**src/rtl/mem_ss_pkg.sv**
```systemverilog
// Shared memory-subsystem definitions: channel count, calibration monitor
// defaults and the per-channel calibration state encoding.
package mem_ss_pkg;

  localparam int          DDR_CHANNEL                = 4;
  localparam int          CAL_STABLE_CYCLES_DEFAULT  = 16;
  localparam logic [31:0] CAL_TIMEOUT_CYCLES_DEFAULT = 32'd50_000_000;

  typedef enum logic [1:0] {
    CAL_WAIT = 2'd0,
    CAL_PASS = 2'd1,
    CAL_FAIL = 2'd2
  } e_cal_state;

endpackage

```
**src/rtl/mem_ss_cal_chan.sv**
```systemverilog
// One EMIF calibration channel: 2-flop synchronizers, per-flag debounce
// counters, saturating WAIT timeout counter, WAIT/PASS/FAIL tracker and
// the sticky timeout / lost indications.
module mem_ss_cal_chan
  import mem_ss_pkg::*;
#(
  parameter int          STABLE_CYCLES  = CAL_STABLE_CYCLES_DEFAULT,
  parameter logic [31:0] TIMEOUT_CYCLES = CAL_TIMEOUT_CYCLES_DEFAULT
) (
  input  logic clk,
  input  logic rst_n,
  input  logic emif_cal_success,
  input  logic emif_cal_fail,
  input  logic recal_req,
  output logic cal_success,
  output logic cal_fail,
  output logic cal_timeout,
  output logic cal_lost
);

  localparam logic [7:0]  STABLE_LAST  = 8'(STABLE_CYCLES - 1);
  localparam logic [31:0] TIMEOUT_LAST = TIMEOUT_CYCLES - 32'd1;

  logic [1:0]  succ_sync;
  logic [1:0]  fail_sync;
  logic        s_succ;
  logic        s_fail;
  e_cal_state  state;
  e_cal_state  state_next;
  logic [7:0]  succ_cnt;
  logic [7:0]  fail_cnt;
  logic [31:0] tmo_cnt;
  logic        succ_target;
  logic        succ_on_target;
  logic        succ_accept;
  logic        fail_accept;
  logic        timeout_hit;
  logic        set_timeout;
  logic        set_lost;
  logic        clear_cnt;

  assign s_succ = succ_sync[1];
  assign s_fail = fail_sync[1];

  // Success is awaited high in WAIT and watched for loss (low) in PASS;
  // fail is always awaited high. Nothing is debounced once in FAIL.
  assign succ_target    = (state == CAL_WAIT);
  assign succ_on_target = (s_succ == succ_target);
  assign succ_accept    = (state != CAL_FAIL) && succ_on_target && (succ_cnt == STABLE_LAST);
  assign fail_accept    = (state != CAL_FAIL) && s_fail && (fail_cnt == STABLE_LAST);
  assign timeout_hit    = (state == CAL_WAIT) && (tmo_cnt == TIMEOUT_LAST);
  assign clear_cnt      = recal_req || (state_next != state);

  // Two-flop synchronizers for the asynchronous EMIF flags.
  always_ff @(posedge clk) begin
    // NOTE: flops use non-blocking (<=) so every stage samples its pre-edge value.
    if (!rst_n) begin
      succ_sync <= '0;
      fail_sync <= '0;
    end else begin
      succ_sync <= {succ_sync[0], emif_cal_success};
      fail_sync <= {fail_sync[0], emif_cal_fail};
    end
  end

  // Next-state logic: recal wins, then fail over success over timeout.
  always_comb begin
    // NOTE: every output gets a default first so no path infers a latch.
    state_next  = state;
    set_timeout = 1'b0;
    set_lost    = 1'b0;
    if (recal_req) begin
      state_next = CAL_WAIT;
    end else begin
      case (state)
        CAL_WAIT: begin
          if (fail_accept) begin
            state_next = CAL_FAIL;
          end else if (succ_accept && !s_fail) begin
            state_next = CAL_PASS;
          end else if (timeout_hit) begin
            state_next  = CAL_FAIL;
            set_timeout = 1'b1;
          end
        end
        CAL_PASS: begin
          if (fail_accept) begin
            state_next = CAL_FAIL;
          end else if (succ_accept) begin
            state_next = CAL_WAIT;
            set_lost   = 1'b1;
          end
        end
        CAL_FAIL: state_next = CAL_FAIL;
        default:  state_next = CAL_WAIT;
      endcase
    end
  end

  // State register.
  always_ff @(posedge clk) begin
    if (!rst_n) state <= CAL_WAIT;
    else        state <= state_next;
  end

  // Debounce counters hold at the accept value so acceptance stays live
  // while a higher-priority condition blocks the transition.
  always_ff @(posedge clk) begin
    if (!rst_n) begin
      succ_cnt <= '0;
      fail_cnt <= '0;
    end else begin
      if (clear_cnt || (state == CAL_FAIL) || !succ_on_target) succ_cnt <= '0;
      else if (succ_cnt != STABLE_LAST)                         succ_cnt <= succ_cnt + 8'd1;

      if (clear_cnt || (state == CAL_FAIL) || !s_fail) fail_cnt <= '0;
      else if (fail_cnt != STABLE_LAST)                 fail_cnt <= fail_cnt + 8'd1;
    end
  end

  // Saturating timeout counter, running only while in WAIT.
  always_ff @(posedge clk) begin
    if (!rst_n)                              tmo_cnt <= '0;
    else if (recal_req || state != CAL_WAIT) tmo_cnt <= '0;
    else if (tmo_cnt != '1)                  tmo_cnt <= tmo_cnt + 32'd1;
  end

  // Registered status outputs and sticky flags; recal clears them at once.
  always_ff @(posedge clk) begin
    if (!rst_n) begin
      cal_success <= 1'b0;
      cal_fail    <= 1'b0;
      cal_timeout <= 1'b0;
      cal_lost    <= 1'b0;
    end else begin
      cal_success <= !recal_req && (state == CAL_PASS);
      cal_fail    <= !recal_req && (state == CAL_FAIL);
      cal_timeout <= !recal_req && (cal_timeout || set_timeout);
      cal_lost    <= !recal_req && (cal_lost || set_lost);
    end
  end

endmodule

```
**src/rtl/mem_ss_cal_monitor.sv**
```systemverilog
// EMIF calibration monitor: one tracker per channel plus aggregate
// readiness, registered from the per-channel status outputs.
module mem_ss_cal_monitor #(
  parameter int          DDR_CHANNEL    = mem_ss_pkg::DDR_CHANNEL,
  parameter int          STABLE_CYCLES  = mem_ss_pkg::CAL_STABLE_CYCLES_DEFAULT,
  parameter logic [31:0] TIMEOUT_CYCLES = mem_ss_pkg::CAL_TIMEOUT_CYCLES_DEFAULT
) (
  input  logic                   clk,
  input  logic                   rst_n,
  input  logic [DDR_CHANNEL-1:0] emif_cal_success,
  input  logic [DDR_CHANNEL-1:0] emif_cal_fail,
  input  logic [DDR_CHANNEL-1:0] recal_req,
  output logic [DDR_CHANNEL-1:0] cal_success,
  output logic [DDR_CHANNEL-1:0] cal_fail,
  output logic [DDR_CHANNEL-1:0] cal_timeout,
  output logic [DDR_CHANNEL-1:0] cal_lost,
  output logic                   cal_done,
  output logic                   mem_ready
);

  for (genvar i = 0; i < DDR_CHANNEL; i++) begin : g_chan
    mem_ss_cal_chan #(
      .STABLE_CYCLES  (STABLE_CYCLES),
      .TIMEOUT_CYCLES (TIMEOUT_CYCLES)
    ) u_chan (
      .clk              (clk),
      .rst_n            (rst_n),
      .emif_cal_success (emif_cal_success[i]),
      .emif_cal_fail    (emif_cal_fail[i]),
      .recal_req        (recal_req[i]),
      .cal_success      (cal_success[i]),
      .cal_fail         (cal_fail[i]),
      .cal_timeout      (cal_timeout[i]),
      .cal_lost         (cal_lost[i])
    );
  end

  // Aggregates: done when no channel is waiting, ready when all passed.
  always_ff @(posedge clk) begin
    if (!rst_n) begin
      cal_done  <= 1'b0;
      mem_ready <= 1'b0;
    end else begin
      cal_done  <= &(cal_success | cal_fail);
      mem_ready <= &cal_success;
    end
  end

endmodule

```
**config.mk**
```make
export PLATFORM = sky130hd
export DESIGN_NAME = mem_ss_cal_monitor
export DESIGN_NICKNAME = d
export VERILOG_FILES = /design/src/rtl/mem_ss_pkg.sv /design/src/rtl/mem_ss_cal_chan.sv /design/src/rtl/mem_ss_cal_monitor.sv
export SDC_FILE = /design/constraint.sdc
export NUM_CORES = 1
export LEC_CHECK = 0
export CAP_MARGIN = 5
export CORE_MARGIN = 2
export CORE_UTILIZATION = 34
export CTS_CLUSTER_DIAMETER = 100
export CTS_CLUSTER_SIZE = 20
export DETAILED_ROUTE_END_ITERATION = 10
export PLACE_DENSITY_LB_ADDON = 0.1
export SYNTH_ARGS = -nofsm -noshare
export SYNTH_HDL_FRONTEND = slang
export SYNTH_HIERARCHICAL = 1
export SYNTH_SLANG_ARGS = --single-unit
```
**constraint.sdc**
```tcl
create_clock -name clk -period 6 [get_ports clk]
set_input_delay 1.5 -clock clk [delete_from_list [all_inputs] [get_ports clk]]
set_output_delay 1.5 -clock clk [all_outputs]
set_load 0.02 [all_outputs]
```
## Yosys cells after proc, flatten, opt, wreduce, memory -nomap -nowiden

Index checks and enable logic that the tools add are counted.

| storage, ports and cells | value |
|---|---|
| RAM bits | 0 |
| output and inout bits | 18 |
| memories | 0 |
| logic and storage cells | 266 |
| input bits | 14 |
| flip-flop bits (word level) | 234 |
| bits in latches | 0 |
| ROM bits | 0 |

| cells by class | value |
|---|---|
| add/sub/neg operators | 12 |
| shifts and indexed selects | 0 |
| order comparisons | 0 |
| eq/ne operators | 44 |
| bitwise gates (word level) | 2 |
| reduce and logical (&&, ||, !) cells | 102 |
| divide/modulo/power cells | 0 |
| $mul | 0 |
| mux-type cells | 64 |

Operators by type and width:

| cell | number |
|---|---|
| $add 32x1->32 const B | 4 |
| $eq 32x26->1 const B | 4 |
| $ne 32x32->1 const B | 4 |
| $add 8x1->8 const B | 8 |
| $eq 8x4->1 const B | 8 |
| $ne 8x4->1 const B | 8 |
| $mux 2 | 24 |
| $logic_and 1x1->1 | 40 |
| $mux 1 | 36 |
| $logic_or 1x1->1 | 28 |
| $pmux 2 s3 | 4 |
| $reduce_or 2->1 | 12 |
| $logic_not 1->1 | 12 |
| $eq 2x1->1 const B | 4 |
| $eq 2x2->1 const B | 4 |
| $logic_not 2->1 | 4 |
| $ne 2x2->1 | 4 |
| $ne 2x2->1 const B | 4 |
| $reduce_and 4->1 | 2 |
| $reduce_bool 2->1 | 4 |
| $eq 1x1->1 | 4 |
| $or 4x4->4 | 1 |
| $not 1->1 | 1 |

## Longest topological paths before layout

Gate-level depths: netlist (run 1).

| logic depth | value |
|---|---|
| depth after elaboration | 14 |
| mapped depth | 8 |
| gate-level depth less buffers | 6 |

## By module

The synthesis (run 1) kept the hierarchy.

Modules (own cells, without submodules):

| module | seq. area each (um^2) | instances | area each (um^2) | cells each |
|---|---|---|---|---|
| mem_ss_cal_chan at g_chan[0].u_chan ... | 1161.1 | 3 | 2847.7 | 324 |
| mem_ss_cal_chan at g_chan[3].u_chan | 1161.1 | 1 | 2776.4 | 325 |
| mem_ss_cal_monitor | 40.0 | 1 | 77.6 | 9 |

## Least setup slack after synthesis (run 1)

OpenSTA, ideal clock, no wires.

| timing | value |
|---|---|
| path type | in2reg |
| start | in recal_req[0] |
| end | reg g_chan[0].u_chan.tmo_cnt[9] |
| stages | 6 |
| path slack | 3070 ps |
| path buffers | 2 |
| arrival time | 2868 ps |
| library setup time | 62 ps |
| data required time | 5938 ps |
| cell sequence | nand2b_1 clkbuf_1 or3_1 clkbuf_1 or4_1 nand2_1 |

| between the ends | value |
|---|---|
| longest elaborated chain between the ends | 2 |

RTL lines:

| item | RTL line | RTL |
|---|---|---|
| start, declared | mem_ss_cal_monitor.sv:12 | `input logic [DDR_CHANNEL-1:0] recal_req,` |
| $logic_or 1x1->1 | mem_ss_cal_chan.sv:124 | `else if (recal_req \|\| state != CAL_WAIT) tmo_cnt <= '0;` |
| $reduce_or 2->1 (no line) | - |  |
| end signal, assigned | mem_ss_cal_chan.sv:125 | `else if (tmo_cnt != '1) tmo_cnt <= tmo_cnt + 32'd1;` |
| end, declared | mem_ss_cal_chan.sv:32 | `logic [31:0] tmo_cnt;` |

Every way passes these cells.
A chain may end at the register's enable or synchronous reset.

## Worst setup path after layout (run 1)

| timing | value |
|---|---|
| start | in rst_n |
| end | reg g_chan[2].u_chan.tmo_cnt[19] |

| between the ends | value |
|---|---|
| longest elaborated chain between the ends | 2 |

RTL lines:

| item | RTL line | RTL |
|---|---|---|
| start, declared | mem_ss_cal_monitor.sv:9 | `input logic rst_n,` |
| $not 1->1 (no line) | - |  |
| $reduce_or 2->1 (no line) | - |  |
| end signal, assigned | mem_ss_cal_chan.sv:125 |  |
| end, declared | mem_ss_cal_chan.sv:32 |  |

Every way passes these cells.

==> impl_metrics.csv, run 1 <==
group,metric,value,unit
worst_hold_path,hold_path_class,"register to register",
power,cellLeakagePower,0.00401,uW
setup_path,startpoint_type,"primary input",
global_route,overflow,0,
routing,wl_per_cell,14.9,um
status,status,"finished, final reports clean",
sta,setup_tns,0,ns
placed_design,place.gp.congestion,0.761,
cts,cts_resized,0,
setup_path,endpoint_kind,"register",
synth,syn_nets,1332,
placed_design,place_area,12000,sq um
sta,fin_crit,3.65,ns
floorplanning,start_util,34.2,%
cts,tritoncts,"yes",
synth,synth_cell_types,60,
setup_path,cp_data_required_time,6.44,ns
setup_path,worstPathCellList,"clkdlybuf4s50_1 -> nand2b_1 -> or3_1 -> buf_4 -> or4_1 -> nand2_1",
sta,rsz0062_at_grt,"no",
sta,finalCritPeriodShare,60.9,%
synth,yosysWarnings,6,
cts,cts_buffer_depth,3,
synth,seq_area_frac_synth,41.1,%
cts,worstSkewPairLatency,0.49,ns
floorplanning,die_y,187,um
power,p_per_area,217,nW/um^2
sta,hold_viol,0,
floorplanning,die_w,187,um
power,peakVddDrop,0.183,mV
setup_path,worstPathArrival,4.10,ns
floorplanning,core,33300,sq um
cells_and_area,drive_gt1_share,6.19,%
sta,slew_viol_final,0,
routing,drt-total-wl,26200,um
synth,ys_ff_latch,234,
run,cap_violations,0,
synth,synth-main-ff-cell,"dfxtp_1",
placed_design,port_buffers,31,
power,p_seq_share,58.1,%
setup_path,cpLargestDelayFamily,"simple AND/OR/NAND/NOR gates",
power,power_frac_clock,39.8,%
global_route,antenna_found_initial,0,
power,p_total,2700,uW
synth,syn_inst,1306,
cells_and_area,fin_util,37.4,%
cts,cts.clk_slew.worst_paths,0.09,ns
setup_path,rr_endpoint,"g_chan[0].u_chan/tmo_cnt[6]$_SDFFE_PP0P_",
power,internal_power,2100,uW
setup_path,worstPathMaxFanout,22,
sta,timing.slew.headroom,22.0,%
routing,drtAntennaViolNets,0,
power,pwr-share-comb,2.1,%
power,p_sw,598,uW
routing,avgViaCountPerCell,5.32,
routing,dr.first_iter.drc_count,478,
sta,worstMarginPinSlew,1.16,ns
cells_and_area,nets,1332,
worst_hold_path,worstHoldStart,"g_chan[3].u_chan/succ_sync[0]$_SDFF_PN0_",
synth,synth.avg_cell_area,8.73,sq um
synth,synth-edff-count,0,
routing,drc,0,
placed_design,hpwl,18200,um
cells_and_area,fill_cells,3421,
global_route,grt_pass1_vias,8774,
sta,finalSetupViolCount,0,
sta,max_freq,0.274,GHz
floorplanning,die_area,35000,sq um
setup_path,crit_slowest_cell,"clkdlybuf4s50_1",
cts,postCtsSetupRepairBufs,0,
global_route,grt_pass1_wl,44800,um
setup_path,cp_slowest_stage_delay,0.74,ns
global_route,grt_start_max_net_pins,29,
global_route,groute.usage.overall,15.0,%
cells_and_area,syn_to_final_growth,9.17,%
cells_and_area,final_cell_area,12400,sq um
cells_and_area,antennaDiodeCount,0,
setup_path,r2r_slack,3.10,ns
cts,cts_made_buffers,16,
floorplanning,rows,67,
setup_path,r2r_start,"g_chan[0].u_chan/tmo_cnt[0]$_SDFFE_PP0P_",
cts,htree_num_levels,1,
synth,synth_area,11400,sq um
cts,clkSinkCount,234,
cts,hold_buffers,0,
cells_and_area,layout_commonest_cell,"dfxtp_1",
power,switching_share,22.2,%
setup_path,crit_type,"primary input to register",
setup_path,worst_r2r_path_depth,6,
synth,async_flop_share,0,%
worst_hold_path,holdPathStages,1,
worst_hold_path,whs_endpoint,"g_chan[3].u_chan/succ_sync[1]$_SDFF_PN0_",
routing,vias,9335,
setup_path,cp_num_buf_inv,2,
floorplanning,io-pin-count,32,
cells_and_area,final_cell_mix,"dfxtp_1, nor2_1, nand2_1",
sta,fin_worst_skew,0.0142,ns
routing,drt_pre_antenna_iters,5,
cts,clockRootBuffer,"clkbuf_16",
-- synth_stat cells, drive strengths merged (32+ instances only) --
cell    number  area share [%]
and2        42             2.3
xnor2       56             4.3
nand4       55             3.5
nor4        38             2.1
or3         51             2.9
o21ai       37             1.6
nor2       112             3.8
a21oi       68             3.0
nand3       72             3.2
and4        32             2.5
dfxtp      234              41
clkbuf      32             1.1
nor3        88             4.3
nand2       94             3.2
-- cell families (layout without fill, tap and decap cells) --
logic type	count (synthesis)	after routing	synth area share, %
buf+inv	76	78	3.70
flops	234	234	41.1
xor+xnor	81	81	6.22
simple gates	676	676	33.5
compound gates	207	207	12.3
fa+ha+maj	12	12	1.32
mux	20	20	1.82
-- per-layer routing --
layer | GRT usage [%] | wire length [um] | vias up
met4 | 3.14 | 354 | 0
met3 | 2.14 | 781 | 23
met5 | 0 | 0 | -
met2 | 24.2 | 11600 | 101
li1 | - | - | 4849
met1 | 21.2 | 13500 | 4362
-- power by group through the flow --
stage                     sequential, uW  clock [uW]  combinational [uW]
after floorplan                     1600           0                33.7
after global placement              1600           0                58.8
after detailed placement            1600           0                59.2
after CTS                           1570        1140                59.6
after global routing                1570        1190                66.0
final                               1570        1070                57.9
-- worst max path at each step --
| stage | depth (start not counted) | start | slack (ns) | to |
|---|---|---|---|---|
| 2_1_floorplan | 6 | recal_req[0] | 3.07 | g_chan[0].u_chan/tmo_cnt[9]$_SDFFE_PP0P_ |
| 3_3_place_gp | 6 | rst_n | 1.79 | g_chan[2].u_chan/tmo_cnt[19]$_SDFFE_PP0P_ |
| 3_5_place_dp | 6 | rst_n | 1.77 | g_chan[2].u_chan/tmo_cnt[19]$_SDFFE_PP0P_ |
| 4_1_cts | 6 | rst_n | 2.30 | g_chan[2].u_chan/tmo_cnt[19]$_SDFFE_PP0P_ |
| 5_1_grt | 6 | rst_n | 2.18 | g_chan[2].u_chan/tmo_cnt[19]$_SDFFE_PP0P_ |
| 6_report | 6 | rst_n | 2.35 | g_chan[2].u_chan/tmo_cnt[19]$_SDFFE_PP0P_ |
-- area by class of cell --
cell class                      count  area [sq um]  share of cell area [%]
Sequential cell                   234          4680                    37.7
Clock inverter                      3          35.0                   0.282
Timing Repair Buffer               40           378                    3.04
Multi-Input combinational cell    996          6290                    50.6
Clock buffer                       17           425                    3.42
Tap cell                          448           561                    4.51
Inverter                           18          67.6                   0.543
-- flip-flops by register name (all words and copies together), names as in the netlist --
signal	cells
g_chan.u_chan/fail_cnt	32
g_chan.u_chan/cal_timeout	4
g_chan.u_chan/tmo_cnt	128
g_chan.u_chan/succ_cnt	32
g_chan.u_chan/cal_lost	4
g_chan.u_chan/succ_sync	8
g_chan.u_chan/state	8
g_chan.u_chan/cal_fail	4
g_chan.u_chan/fail_sync	8
mem_ready	1
cal_done	1
g_chan.u_chan/cal_success	4
-- through the flow --
stage / std cells / hold WS, ns / setup slack, ns
floorplan: 1306 / 0.412 / 3.07
global placement: 1736 / 0.415 / 1.79
detailed placement: 1736 / 0.419 / 1.77
CTS: 1756 / 0.440 / 2.30
global route: 1756 / 0.459 / 2.18
finish: 1756 / 0.436 / 2.35
Note: power is estimated with default switching activity, not from simulation.
==> run 2: changes to the inputs <==
clock period = 3.5 ns   (was 6 ns; I/O delays follow)
==> impl_metrics.csv, run 2 (synthesis gave the netlist of run 1 again) <==
group,metric,value,unit
setup_path,startpoint_type,"primary input",
floorplanning,start_util,34.2,%
floorplanning,die_w,187,um
sta,finalSetupViolCount,0,
global_route,groute.usage.overall,15.1,%
sta,slew_viol_final,0,
routing,dr.first_iter.drc_count,603,
cts,clockRootBuffer,"clkbuf_16",
routing,drc,0,
global_route,grt_pass1_wl,45300,um
cells_and_area,syn_to_final_growth,9.18,%
routing,drt_pre_antenna_iters,5,
global_route,grt_start_max_net_pins,30,
routing,drtAntennaViolNets,0,
cells_and_area,largest_register,"g_chan.u_chan/tmo_cnt",
placed_design,port_buffers,31,
sta,max_freq,0.387,GHz
cts,tritoncts,"yes",
cells_and_area,largest_reg_flops,128,
cts,postCtsSetupRepairBufs,0,
cts,hold_buffers,0,
routing,avgViaCountPerCell,5.35,
cells_and_area,reg_top3,"g_chan.u_chan/tmo_cnt: 128 flops, g_chan.u_chan/fail_cnt: 32 flops, g_chan.u_chan/succ_cnt: 32 flops",
run,cap_violations,0,
placed_design,hpwl,18200,um
cts,cts_made_buffers,15,
routing,wl_per_cell,15.0,um
floorplanning,die_y,187,um
placed_design,placed_cells_incl_taps,1746,
worst_hold_path,hold_path_class,"register to register",
cells_and_area,nets,1341,
sta,setup_tns,0,ns
routing,vias,9431,
sta,rsz0062_at_grt,"no",
placed_design,place.gp.congestion,0.773,
global_route,grt_pass1_vias,8875,
setup_path,crit_type,"primary input to register",
setup_path,worstPathArrival,3.01,ns
sta,fin_worst_skew,0.0147,ns
floorplanning,core,33300,sq um
setup_path,cp_data_required_time,3.93,ns
sta,finalCritPeriodShare,73.8,%
power,p_per_area,359,nW/um^2
sta,worstMarginPinSlew,0.975,ns
sta,fin_crit,2.58,ns
cts,cts.clk_slew.worst_paths,0.09,ns
global_route,antenna_found_initial,1,
setup_path,worstPathMaxFanout,18,
cts,cts_buffer_depth,3,
global_route,overflow,0,
sta,timing.slew.headroom,34.8,%
power,peakVddDrop,0.289,mV
cts,htree_num_levels,1,
cts,cts_resized,0,
power,cellLeakagePower,0.00403,uW
routing,drt-total-wl,26500,um
cells_and_area,layout_commonest_cell,"dfxtp_1",
cells_and_area,layoutNonFillerInstCount,1763,
setup_path,endpoint_kind,"register",
status,status,"finished, final reports clean",
floorplanning,die_area,35000,sq um
cells_and_area,drive_gt1_share,6.62,%
cts,worstSkewPairLatency,0.49,ns
floorplanning,io-pin-count,32,
sta,hold_viol,0,
floorplanning,rows,67,
cells_and_area,final_cell_mix,"dfxtp_1, nor2_1, nand2_1",
cts,clkSinkCount,234,
-- run 2: cell count changes in the layout (fill, tap and decap cells not counted) --
cell,change
diode_2,+1
buf_4,+10
clkbuf_16,-2
inv_8,-1
clkinv_8,-1
clkinvlp_4,-1
clkinv_4,+1
-- run 2: area by class of cell --
cell class              count  area (sq um)
fillers                  3434         20800
clock buffers              15           375
clock inverters             1          8.76
well taps                 448           561
inverters                  18          67.6
flip-flops and latches    234          4680
multi-input cells         996          6290
diodes                      1          2.50
repair buffers             50           453
-- run 2: metal layers --
layer | GRT usage, % | vias to the layer above | wire length, um
met4 | 3.94 | 0 | 550
met2 | 23.7 | 133 | 11600
met1 | 21.6 | 4400 | 13500
met3 | 2.05 | 27 | 919
li1 | - | 4871 | -
met5 | 0 | - | 0
-- run 2: worst paths after layout --
kind | startpoint | endpoint | slack (ns) | cells after the start
hold / removal | g_chan[0].u_chan/fail_sync[0]$_SDFF_PN0_ | g_chan[0].u_chan/fail_sync[1]$_SDFF_PN0_ | 0.44 | 1
setup / recovery | rst_n | g_chan[0].u_chan/tmo_cnt[29]$_SDFFE_PP0P_ | 0.92 | 6
setup reg to reg | g_chan[1].u_chan/tmo_cnt[0]$_SDFFE_PP0P_ | g_chan[1].u_chan/tmo_cnt[1]$_SDFFE_PP0P_ | 1.10 | 7
hold reg to reg | g_chan[0].u_chan/fail_sync[0]$_SDFF_PN0_ | g_chan[0].u_chan/fail_sync[1]$_SDFF_PN0_ | 0.44 | 1
-- run 2: per-stage QoR --
stage                     hold WS, ns  util (%)  power, uW  setup slack (ns)  instance area, sq um
final                           0.439      37.4       4470             0.918                 12400
after global routing            0.454      37.4       4660             0.766                 12400
after global placement          0.414      36.2       2850             0.428                 12100
after floorplan                 0.412         -       2800              1.19                 11400
after CTS                       0.440      37.4       4570             0.914                 12400
after detailed placement        0.420      36.2       2850             0.392                 12100
-- run 2: where the power goes --
part | internal (uW) | switching [uW] | total (uW)
Combinational | 39.7 | 62.0 | 102
Clock | 773 | 905 | 1680
Sequential | 2670 | 11.5 | 2690
Total | 3490 | 978 | 4470
-- run 2: worst max-delay path, stage by stage --
cell	delay, ns
clkdlybuf4s50_1	0.45
buf_4	0.17
nand2b_1	0.19
or3_1	0.66
or4_1	0.59
nand2_1	0.07
